File: src/rtl/cpu_defs.sv
// Shared CPU definitions: mul/div op encodings and the mul/div unit state encoding.
package cpu_defs;

  localparam logic MD_OP_MUL = 1'b0;
  localparam logic MD_OP_DIV = 1'b1;

  typedef enum logic [1:0] {
    MD_IDLE = 2'd0,
    MD_RUN  = 2'd1,
    MD_DONE = 2'd2
  } md_state_t;

endpackage

File: src/rtl/mul_div_unit.sv
// Iterative unsigned multiply (shift-add) / divide (restoring) unit, one bit per cycle.
// A single WIDTH+1-bit adder serves both operations, selected by the latched op.
module mul_div_unit
  import cpu_defs::*;
#(
  parameter int WIDTH = 8
) (
  input  logic             clk,
  input  logic             reset,
  input  logic             start,
  input  logic             op,
  input  logic [WIDTH-1:0] a,
  input  logic [WIDTH-1:0] b,
  output logic             busy,
  output logic             done,
  output logic [WIDTH-1:0] rl,
  output logic [WIDTH-1:0] rh,
  output logic             div_zero
);

  localparam int CW = $clog2(WIDTH + 1);

  md_state_t        state_reg, state_next;
  logic [CW-1:0]    cnt_reg, cnt_next;
  logic             op_reg, op_next;
  logic [WIDTH:0]   acc_reg, acc_next;
  logic [WIDTH-1:0] q_reg, q_next;
  logic [WIDTH-1:0] b_reg, b_next;
  logic [WIDTH-1:0] rl_reg, rl_next;
  logic [WIDTH-1:0] rh_reg, rh_next;
  logic             dz_reg, dz_next;

  // Shared adder: MUL adds the gated multiplicand to the accumulator,
  // DIV adds the inverted divisor plus one to the shifted partial remainder.
  logic [WIDTH:0]   shifted;
  logic [WIDTH:0]   add_x, add_y;
  logic [WIDTH+1:0] add_sum;
  logic             add_carry;
  logic [WIDTH:0]   step_acc;
  logic [WIDTH-1:0] step_q;

  assign shifted   = {acc_reg[WIDTH-1:0], q_reg[WIDTH-1]};
  assign add_x     = op_reg ? shifted : {1'b0, acc_reg[WIDTH-1:0]};
  assign add_y     = op_reg ? ~{1'b0, b_reg} : {1'b0, b_reg & {WIDTH{q_reg[0]}}};
  assign add_sum   = {1'b0, add_x} + {1'b0, add_y} + {{(WIDTH+1){1'b0}}, op_reg};
  assign add_carry = add_sum[WIDTH+1];

  always_comb begin
    step_acc = acc_reg;
    step_q   = q_reg;
    if (op_reg == MD_OP_MUL) begin
      step_acc = {1'b0, add_sum[WIDTH:1]};
      step_q   = {add_sum[0], q_reg[WIDTH-1:1]};
    end else begin
      // carry out set means the trial subtraction did not borrow
      step_acc = add_carry ? add_sum[WIDTH:0] : shifted;
      step_q   = {q_reg[WIDTH-2:0], add_carry};
    end
  end

  always_comb begin
    state_next = state_reg;
    cnt_next   = cnt_reg;
    op_next    = op_reg;
    acc_next   = acc_reg;
    q_next     = q_reg;
    b_next     = b_reg;
    rl_next    = rl_reg;
    rh_next    = rh_reg;
    dz_next    = dz_reg;
    case (state_reg)
      MD_IDLE: begin
        if (start) begin
          op_next  = op;
          b_next   = b;
          acc_next = '0;
          q_next   = a;
          cnt_next = CW'(WIDTH);
          if (op == MD_OP_DIV && b == '0) begin
            state_next = MD_DONE;
            rl_next    = '1;
            rh_next    = a;
            dz_next    = 1'b1;
          end else begin
            state_next = MD_RUN;
          end
        end
      end
      MD_RUN: begin
        acc_next = step_acc;
        q_next   = step_q;
        cnt_next = cnt_reg - CW'(1);
        if (cnt_reg == CW'(1)) begin
          state_next = MD_DONE;
          rl_next    = step_q;
          rh_next    = step_acc[WIDTH-1:0];
          dz_next    = 1'b0;
        end
      end
      MD_DONE: begin
        state_next = MD_IDLE;
      end
      default: begin
        state_next = MD_IDLE;
      end
    endcase
  end

  always_ff @(posedge clk) begin
    if (reset) begin
      state_reg <= MD_IDLE;
      cnt_reg   <= '0;
      op_reg    <= MD_OP_MUL;
      acc_reg   <= '0;
      q_reg     <= '0;
      b_reg     <= '0;
      rl_reg    <= '0;
      rh_reg    <= '0;
      dz_reg    <= 1'b0;
    end else begin
      state_reg <= state_next;
      cnt_reg   <= cnt_next;
      op_reg    <= op_next;
      acc_reg   <= acc_next;
      q_reg     <= q_next;
      b_reg     <= b_next;
      rl_reg    <= rl_next;
      rh_reg    <= rh_next;
      dz_reg    <= dz_next;
    end
  end

  assign busy     = (state_reg != MD_IDLE);
  assign done     = (state_reg == MD_DONE);
  assign rl       = rl_reg;
  assign rh       = rh_reg;
  assign div_zero = dz_reg;

endmodule
File: config.mk
export PLATFORM = sky130hd
export DESIGN_NAME = mul_div_unit
export DESIGN_NICKNAME = d
export VERILOG_FILES = /design/src/rtl/cpu_defs.sv /design/src/rtl/mul_div_unit.sv
export SDC_FILE = /design/constraint.sdc
export NUM_CORES = 1
export LEC_CHECK = 0
export BUFFER_PORTS_ARGS = -buffer_cell sky130_fd_sc_hd__buf_2
export CAP_MARGIN = 20
export CORE_MARGIN = 1.5
export CORE_UTILIZATION = 59
export DETAILED_ROUTE_END_ITERATION = 8
export HOLD_SLACK_MARGIN = 0.12
export PLACE_DENSITY = 0.93
export SYNTH_ARGS = -nofsm -noshare
export SYNTH_HDL_FRONTEND = slang
export SYNTH_SLANG_ARGS = --single-unit
File: constraint.sdc
create_clock -name clk -period 5.16 [get_ports clk]
set_clock_uncertainty 0.05 [all_clocks]
set_input_delay 0 -clock clk [delete_from_list [all_inputs] [get_ports clk]]
set_output_delay 0 -clock clk [all_outputs]
set_load 0.02 [all_outputs]
==> qor.csv, run 1 <==
stage;metric;value;unit
pwr;internal_power;0.572;mW
floorplan;start_util;0.618;
grt;grt_util_met1;0.376;
pwr;p_leak;1.31;nW
pwr;pwr-share-comb;0.219;
pwr;irDropWorstVdd;202;µV
synth;yosysTopAreaCell;dfxtp_1;
detailed_routing;drtIter0Drc;302;
timing;max_slew_margin;0.291;
cells_and_area;nets;406;
worst_setup_path;cp-start-kind;flop;
synth;ys_warn_count;0;
clock_network;clk_latency;0.31;ns
synth;synthCells;333;
job;cap_violations;0;
worst_setup_path;path_max_fanout;25;
outcome;outcome;complete, no violations;
clock_network;cts_max_path_buffers;2;
detailed_routing;wire_per_inst;16.4;µm
floorplan;placementRows;24;
grt;grt_overflow;0;
clock_network;cts_tree;done;
placed_design;placed_area;2890;µm²
timing;worst_slew_pin_slew;1.06;ns
synth;syn_nets;364;
cells_and_area;drive_above_1_share;0.178;
grt;grt_pass1_wl;11800;µm
pwr;netSwitchingPower;0.257;mW
synth;yosysSeqAreaShare;0.355;
worst_setup_path;crit_required;5.32;ns
timing;drv_slew;0;
pwr;p_seq_frac;0.500;
synth;ys_top_cells_by_area;dfxtp_1, nand2_1, nor2_1;
detailed_routing;firstDrtPassIters;5;
pwr;clkPwrFrac;0.281;
timing;tns;0;ns
floorplan;dieArea;5010;µm²
detailed_routing;vias_per_cell;6.27;
grt;busiest_layer;met2;
synth;syn_area;2710;µm²
cells_and_area;multiInputGateArea;1620;µm²
timing;setup_viol;0;
timing;min_period_over_period;0.742;
placed_design;dpl.hpwl;4850;µm
clock_network;clock-root-buffer;clkbuf_8;
grt;use_met3;0.0584;
timing;rsz0062_at_grt;no;
floorplan;core_area;4380;µm²
pwr;powerDensity;263;nW/µm²
worst_setup_path;crit_arrival;3.99;ns
clock_network;htreeDepth;2;
detailed_routing;drc_errors;0;
timing;min_period;3.83;ns
clock_network;cts-resized-gates;0;
detailed_routing;totalWireLength;7040;µm
placed_design;place.gp.congestion;1.01;
worst_setup_path;path_class;reg -> reg;
synth;synth_top_area_share;0.355;
detailed_routing;antenna_left;0;
grt;use_met2;0.467;
placed_design;port_buffers;38;
cells_and_area;synthToLayoutAreaGrowth;16.3;%
clock_network;cts_buffers;5;
pwr;p_sw_frac;0.310;
synth;synthDistinctLibCells;52;
worst_setup_path;worst_setup_path_end_kind;flop;
grt;grt_use_total;0.289;
grt;grt_max_degree;42;
floorplan;die_height;70.8;µm
grt;grt_pass1_vias;2586;
grt;grt_antenna_before_repair;0;
cells_and_area;antenna-diode-count;0;
synth;avgSynthCellArea;8.14;µm²
floorplan;io_pins;39;
min_path;hold_path_class;in -> reg;
timing;fmax;261;MHz
synth;synth_seq_cells;48;
timing;hold_viol;0;
cells_and_area;final_design_area_no_fill;3150;µm²
cells_and_area;regArea;961;µm²
cells_and_area;fillers;310;
clock_network;clk_pin_slew_worst_paths;0.09;ns
detailed_routing;vias;2685;
clock_network;cts.sinks;48;
floorplan;die_w;70.8;µm
logic make-up after synthesis:
family | synth area share
XOR/XNOR | 0.00970
buffers and inverters | 0.0480
adder cells (fa/ha/maj) | 0.0563
flip-flops | 0.355
AO/OA/AOI/OAI | 0.260
AND/OR/NAND/NOR | 0.212
multiplexers | 0.0586
metrics by stage:
step	utilization	hold slack (ns)	setup WS, ns	power (mW)	cells
global placement	0.659	0.201	1.59	0.581	403
floorplan	-	0.0381	2.12	0.542	333
CTS	0.719	0.178	1.42	0.823	428
detailed placement	0.659	0.208	1.44	0.587	403
finish	0.719	0.179	1.33	0.828	428
global route	0.719	0.232	1.18	0.864	428
cell type report:
class                   instances  share of cell area
multi-input cells             253               0.514
well taps                      52              0.0206
clock inverters                 1             0.00238
flip-flops and latches         48               0.305
inverters                      10              0.0119
repair buffers                 57               0.119
clock buffers                   7              0.0274
layer usage:
metal | part of all wire | vias up
met5 | 0 | -
met3 | 0.075 | 21
met4 | 0.023 | 0
li1 | - | 1293
met2 | 0.48 | 151
met1 | 0.42 | 1220
worst paths after layout:
check / from / to / slack [ns] / depth (start not counted)
setup reg to reg: op_reg$_SDFFE_PP0P_ / acc_reg[2]$_SDFFE_PP0P_ / 1.33 / 9
hold / removal: reset / q_reg[4]$_SDFFE_PP0P_ / 0.18 / 2
setup / recovery: op_reg$_SDFFE_PP0P_ / acc_reg[2]$_SDFFE_PP0P_ / 1.33 / 9
hold reg to reg: rh[1]$_SDFFE_PP0P_ / rh[1]$_SDFFE_PP0P_ / 0.40 / 2
layout by cell type, fill, tap and decap left out, types with 3 or more instances in the layout:
cell,Yosys,final
mux2i_1,8,8
a21oi_1,25,25
and3_1,3,3
inv_1,9,9
dfxtp_1,48,48
nand3_1,10,10
and2_1,3,3
nor2b_1,4,4
o22ai_1,6,6
a221oi_2,5,5
nor2_1,38,38
a221oi_1,5,5
o21ai_0,16,16
a31oi_1,5,5
ha_1,9,9
a211oi_1,5,5
nand2_1,46,46
dlygate4sd3_1,0,17
a311oi_1,8,8
o21ai_1,3,3
nor3_1,10,10
clkbuf_8,0,6
o21a_1,3,3
mux2_2,7,7
buf_2,2,38
repair_timing:
| action | CTS | global route |
|---|---|---|
| endpoints found under the hold margin | 25 | 0 |
| hold buffers | 17 | 0 |
| buffers inserted | 0 | 0 |
cells in the mapped netlist, drive strengths merged:
library cell / number
ha: 9
nor2b: 5
a221o: 1
and2b: 1
and3: 3
o31a: 1
a311oi: 8
a32oi: 1
xor2: 1
a31o: 2
o211a: 1
dfxtp: 48
clkbuf: 18
o2111ai: 1
o32a: 1
nor3: 10
nand2: 46
a211oi: 5
o21a: 3
o22ai: 6
nor4: 3
o22a: 1
and4: 1
o21ai: 19
a31oi: 5
a221oi: 10
and2: 3
a22oi: 2
nor2: 39
a21oi: 26
nand4b: 1
xnor2: 2
nand3: 10
or3: 1
mux2i: 8
a21o: 4
nand2b: 2
inv: 10
buf: 4
mux2: 7
fa: 2
o211ai: 2
power groups by stage:
stage               logic [mW]  clock network (mW)  registers [mW]
detailed placement       0.166                   0           0.421
global placement         0.161                   0           0.420
floorplan                0.126                   0           0.416
CTS                      0.176               0.234           0.413
finish                   0.181               0.233           0.414
global route             0.199               0.249           0.417
critical path: stages, from the launching register on:
cell and delay (ns):
dfxtp_1 1.03, inv_2 0.36, o21ai_0 0.36, ha_1 0.28
and2b_1 0.17, o2111ai_2 0.30, a21oi_4 0.12, o31a_1 0.42
a221o_1 0.40, a31o_1 0.23
Note: power is estimated with default switching activity, not from simulation.
==> inputs of run 2 (changes only) <==
Settings changed: CORE_UTILIZATION 59 to 57, PLACE_DENSITY 0.93 to 0.91.
Clock period 5.16 ns to 3.85 ns, I/O delays scaled along.
==> qor.csv, run 2 (synthesis gave the netlist of run 1 again) <==
stage;metric;value;unit;change
timing;tns;0;ns;unchanged
cells_and_area;final_cell_mix;dfxtp_1, nand2_1, nor2_1, buf_2, a21oi_1;;
floorplan;io_pins;39;;unchanged
cells_and_area;final_util;0.711;;-0.00804
clock_network;clk_latency;0.31;ns;about the same
detailed_routing;totalWireLength;7030;µm;about the same
placed_design;place.gp.congestion;1.02;;+0.92%
detailed_routing;drtIter0Drc;284;;-6.0%
cells_and_area;synthToLayoutAreaGrowth;17.4;%;
clock_network;clk_pin_slew_worst_paths;0.09;ns;about the same
worst_setup_path;cp-start-kind;flop;;
grt;grt_pass1_wl;11600;µm;-2.1%
detailed_routing;vias_per_cell;6.21;;-0.98%
grt;grt_pass1_vias;2522;;-2.5%
clock_network;cts-resized-gates;0;;unchanged
cells_and_area;nets;408;;+0.49%
placed_design;dpl.hpwl;4870;µm;+0.49%
cells_and_area;antenna-diode-count;0;;unchanged
min_path;hold_path_class;in -> reg;;
worst_setup_path;crit_arrival;3.65;ns;-0.34 ns
clock_network;cts.sinks;48;;unchanged
worst_setup_path;path_class;reg -> reg;;
detailed_routing;wire_per_inst;16.4;µm;-0.55%
timing;timing.hold.ws;0.175;ns;-0.00438 ns
detailed_routing;drc_errors;0;;unchanged
timing;worst_slew_pin_slew;0.901;ns;-0.161 ns
floorplan;placementRows;24;;unchanged
pwr;irDropWorstVdd;235;µV;+16%
worst_setup_path;path_max_fanout;15;;-40%
clock_network;cts_hold_buf;17;;unchanged
grt;grt_antenna_before_repair;0;;unchanged
timing;rsz0062_at_grt;no;;
timing;drv_slew;0;;unchanged
timing;setup_viol;0;;unchanged
grt;grt_max_degree;42;;unchanged
floorplan;dieArea;5180;µm²;+3.4%
clock_network;cts_buffers;5;;unchanged
clock_network;cts_tree;done;;
timing;max_slew_margin;0.400;;+0.108
placed_design;dpl.cell_count;404;;+0.25%
cells_and_area;fillers;348;;+12%
worst_setup_path;worst_setup_path_end_kind;flop;;
cells_and_area;drive_above_1_share;0.183;;+0.00435
grt;grt_overflow;0;;unchanged
clock_network;cts_max_path_buffers;2;;unchanged
job;cap_violations;0;;unchanged
floorplan;die_w;72.0;µm;+1.7%
pwr;powerDensity;365;nW/µm²;+39%
placed_design;placed_area;2900;µm²;+0.26%
placed_design;port_buffers;38;;unchanged
pwr;p_leak;1.33;nW;+1.6%
cells_and_area;final_common_cell;dfxtp_1;;
detailed_routing;antenna_left;0;;unchanged
floorplan;start_util;0.606;;-0.0124
outcome;outcome;complete, no violations;;
timing;min_period;3.50;ns;-0.331 ns
detailed_routing;firstDrtPassIters;5;;unchanged
floorplan;die_height;72.0;µm;+1.7%
cells_and_area;final_design_area_no_fill;3180;µm²;+0.91%
clock_network;htreeDepth;2;;unchanged
timing;fmax;286;MHz;+9.5%
floorplan;core_area;4470;µm²;+2.1%
grt;grt_use_total;0.284;;-0.00458
worst_setup_path;crit_required;4.01;ns;-1.31 ns
cells_and_area;final_cells;430;;+0.47%
timing;min_period_over_period;0.908;;+0.167
clock_network;clock-root-buffer;clkbuf_8;;
timing;hold_viol;0;;unchanged
worst_setup_path;r2r_setup_slack;0.35;ns;-0.98 ns
detailed_routing;vias;2671;;-0.52%
clock_network;post_cts_buffers;0;;unchanged
[run 2: critical path: stages (launching register included)]
cell	delay [ns]
dfxtp_1	0.50
nor2b_1	0.52
mux2i_1	0.24
fa_1	0.46
and2b_1	0.25
o2111ai_2	0.18
a21oi_4	0.25
o31a_1	0.48
nand2_1	0.16
a311oi_1	0.31
[run 2: layout make-up]
cell class                 instances  area (µm²)  area share
timing repair buffer              59         390       0.123
multi-input combinational        253        1620       0.509
inverter                          10        37.5      0.0118
sequential                        48         961       0.302
tap                               52        65.1      0.0205
clock buffer                       6        72.6      0.0228
clock inverter                     2        35.0      0.0110
[run 2: per-stage QoR]
stage               total power [mW]  setup slack [ns]
global route                    1.21             0.184
finish                          1.16             0.353
floorplan                      0.726             0.809
global placement               0.780             0.681
detailed placement             0.790             0.453
CTS                             1.15             0.456
[run 2: routing by layer]
metal  GRT usage  routed length [µm]
met4       0.128                 217
met1       0.369                2950
met3      0.0556                 481
met2       0.461                3380
met5           0                   0
[run 2: where the power goes]
group | internal, mW | leakage, nW | switching, mW | total (mW)
sequential | 0.524 | 0.391 | 0.0281 | 0.553
combinational | 0.0979 | 0.886 | 0.150 | 0.248
clock | 0.193 | 0.0552 | 0.167 | 0.360
[run 2: worst paths after layout]
check | startpoint | end | cells after the start
setup reg to reg | op_reg$_SDFFE_PP0P_ | acc_reg[6]$_SDFFE_PP0P_ | 9
hold / removal | reset | q_reg[2]$_SDFFE_PP0P_ | 2
hold reg to reg | rh[1]$_SDFFE_PP0P_ | rh[1]$_SDFFE_PP0P_ | 2
setup / recovery | op_reg$_SDFFE_PP0P_ | acc_reg[6]$_SDFFE_PP0P_ | 9
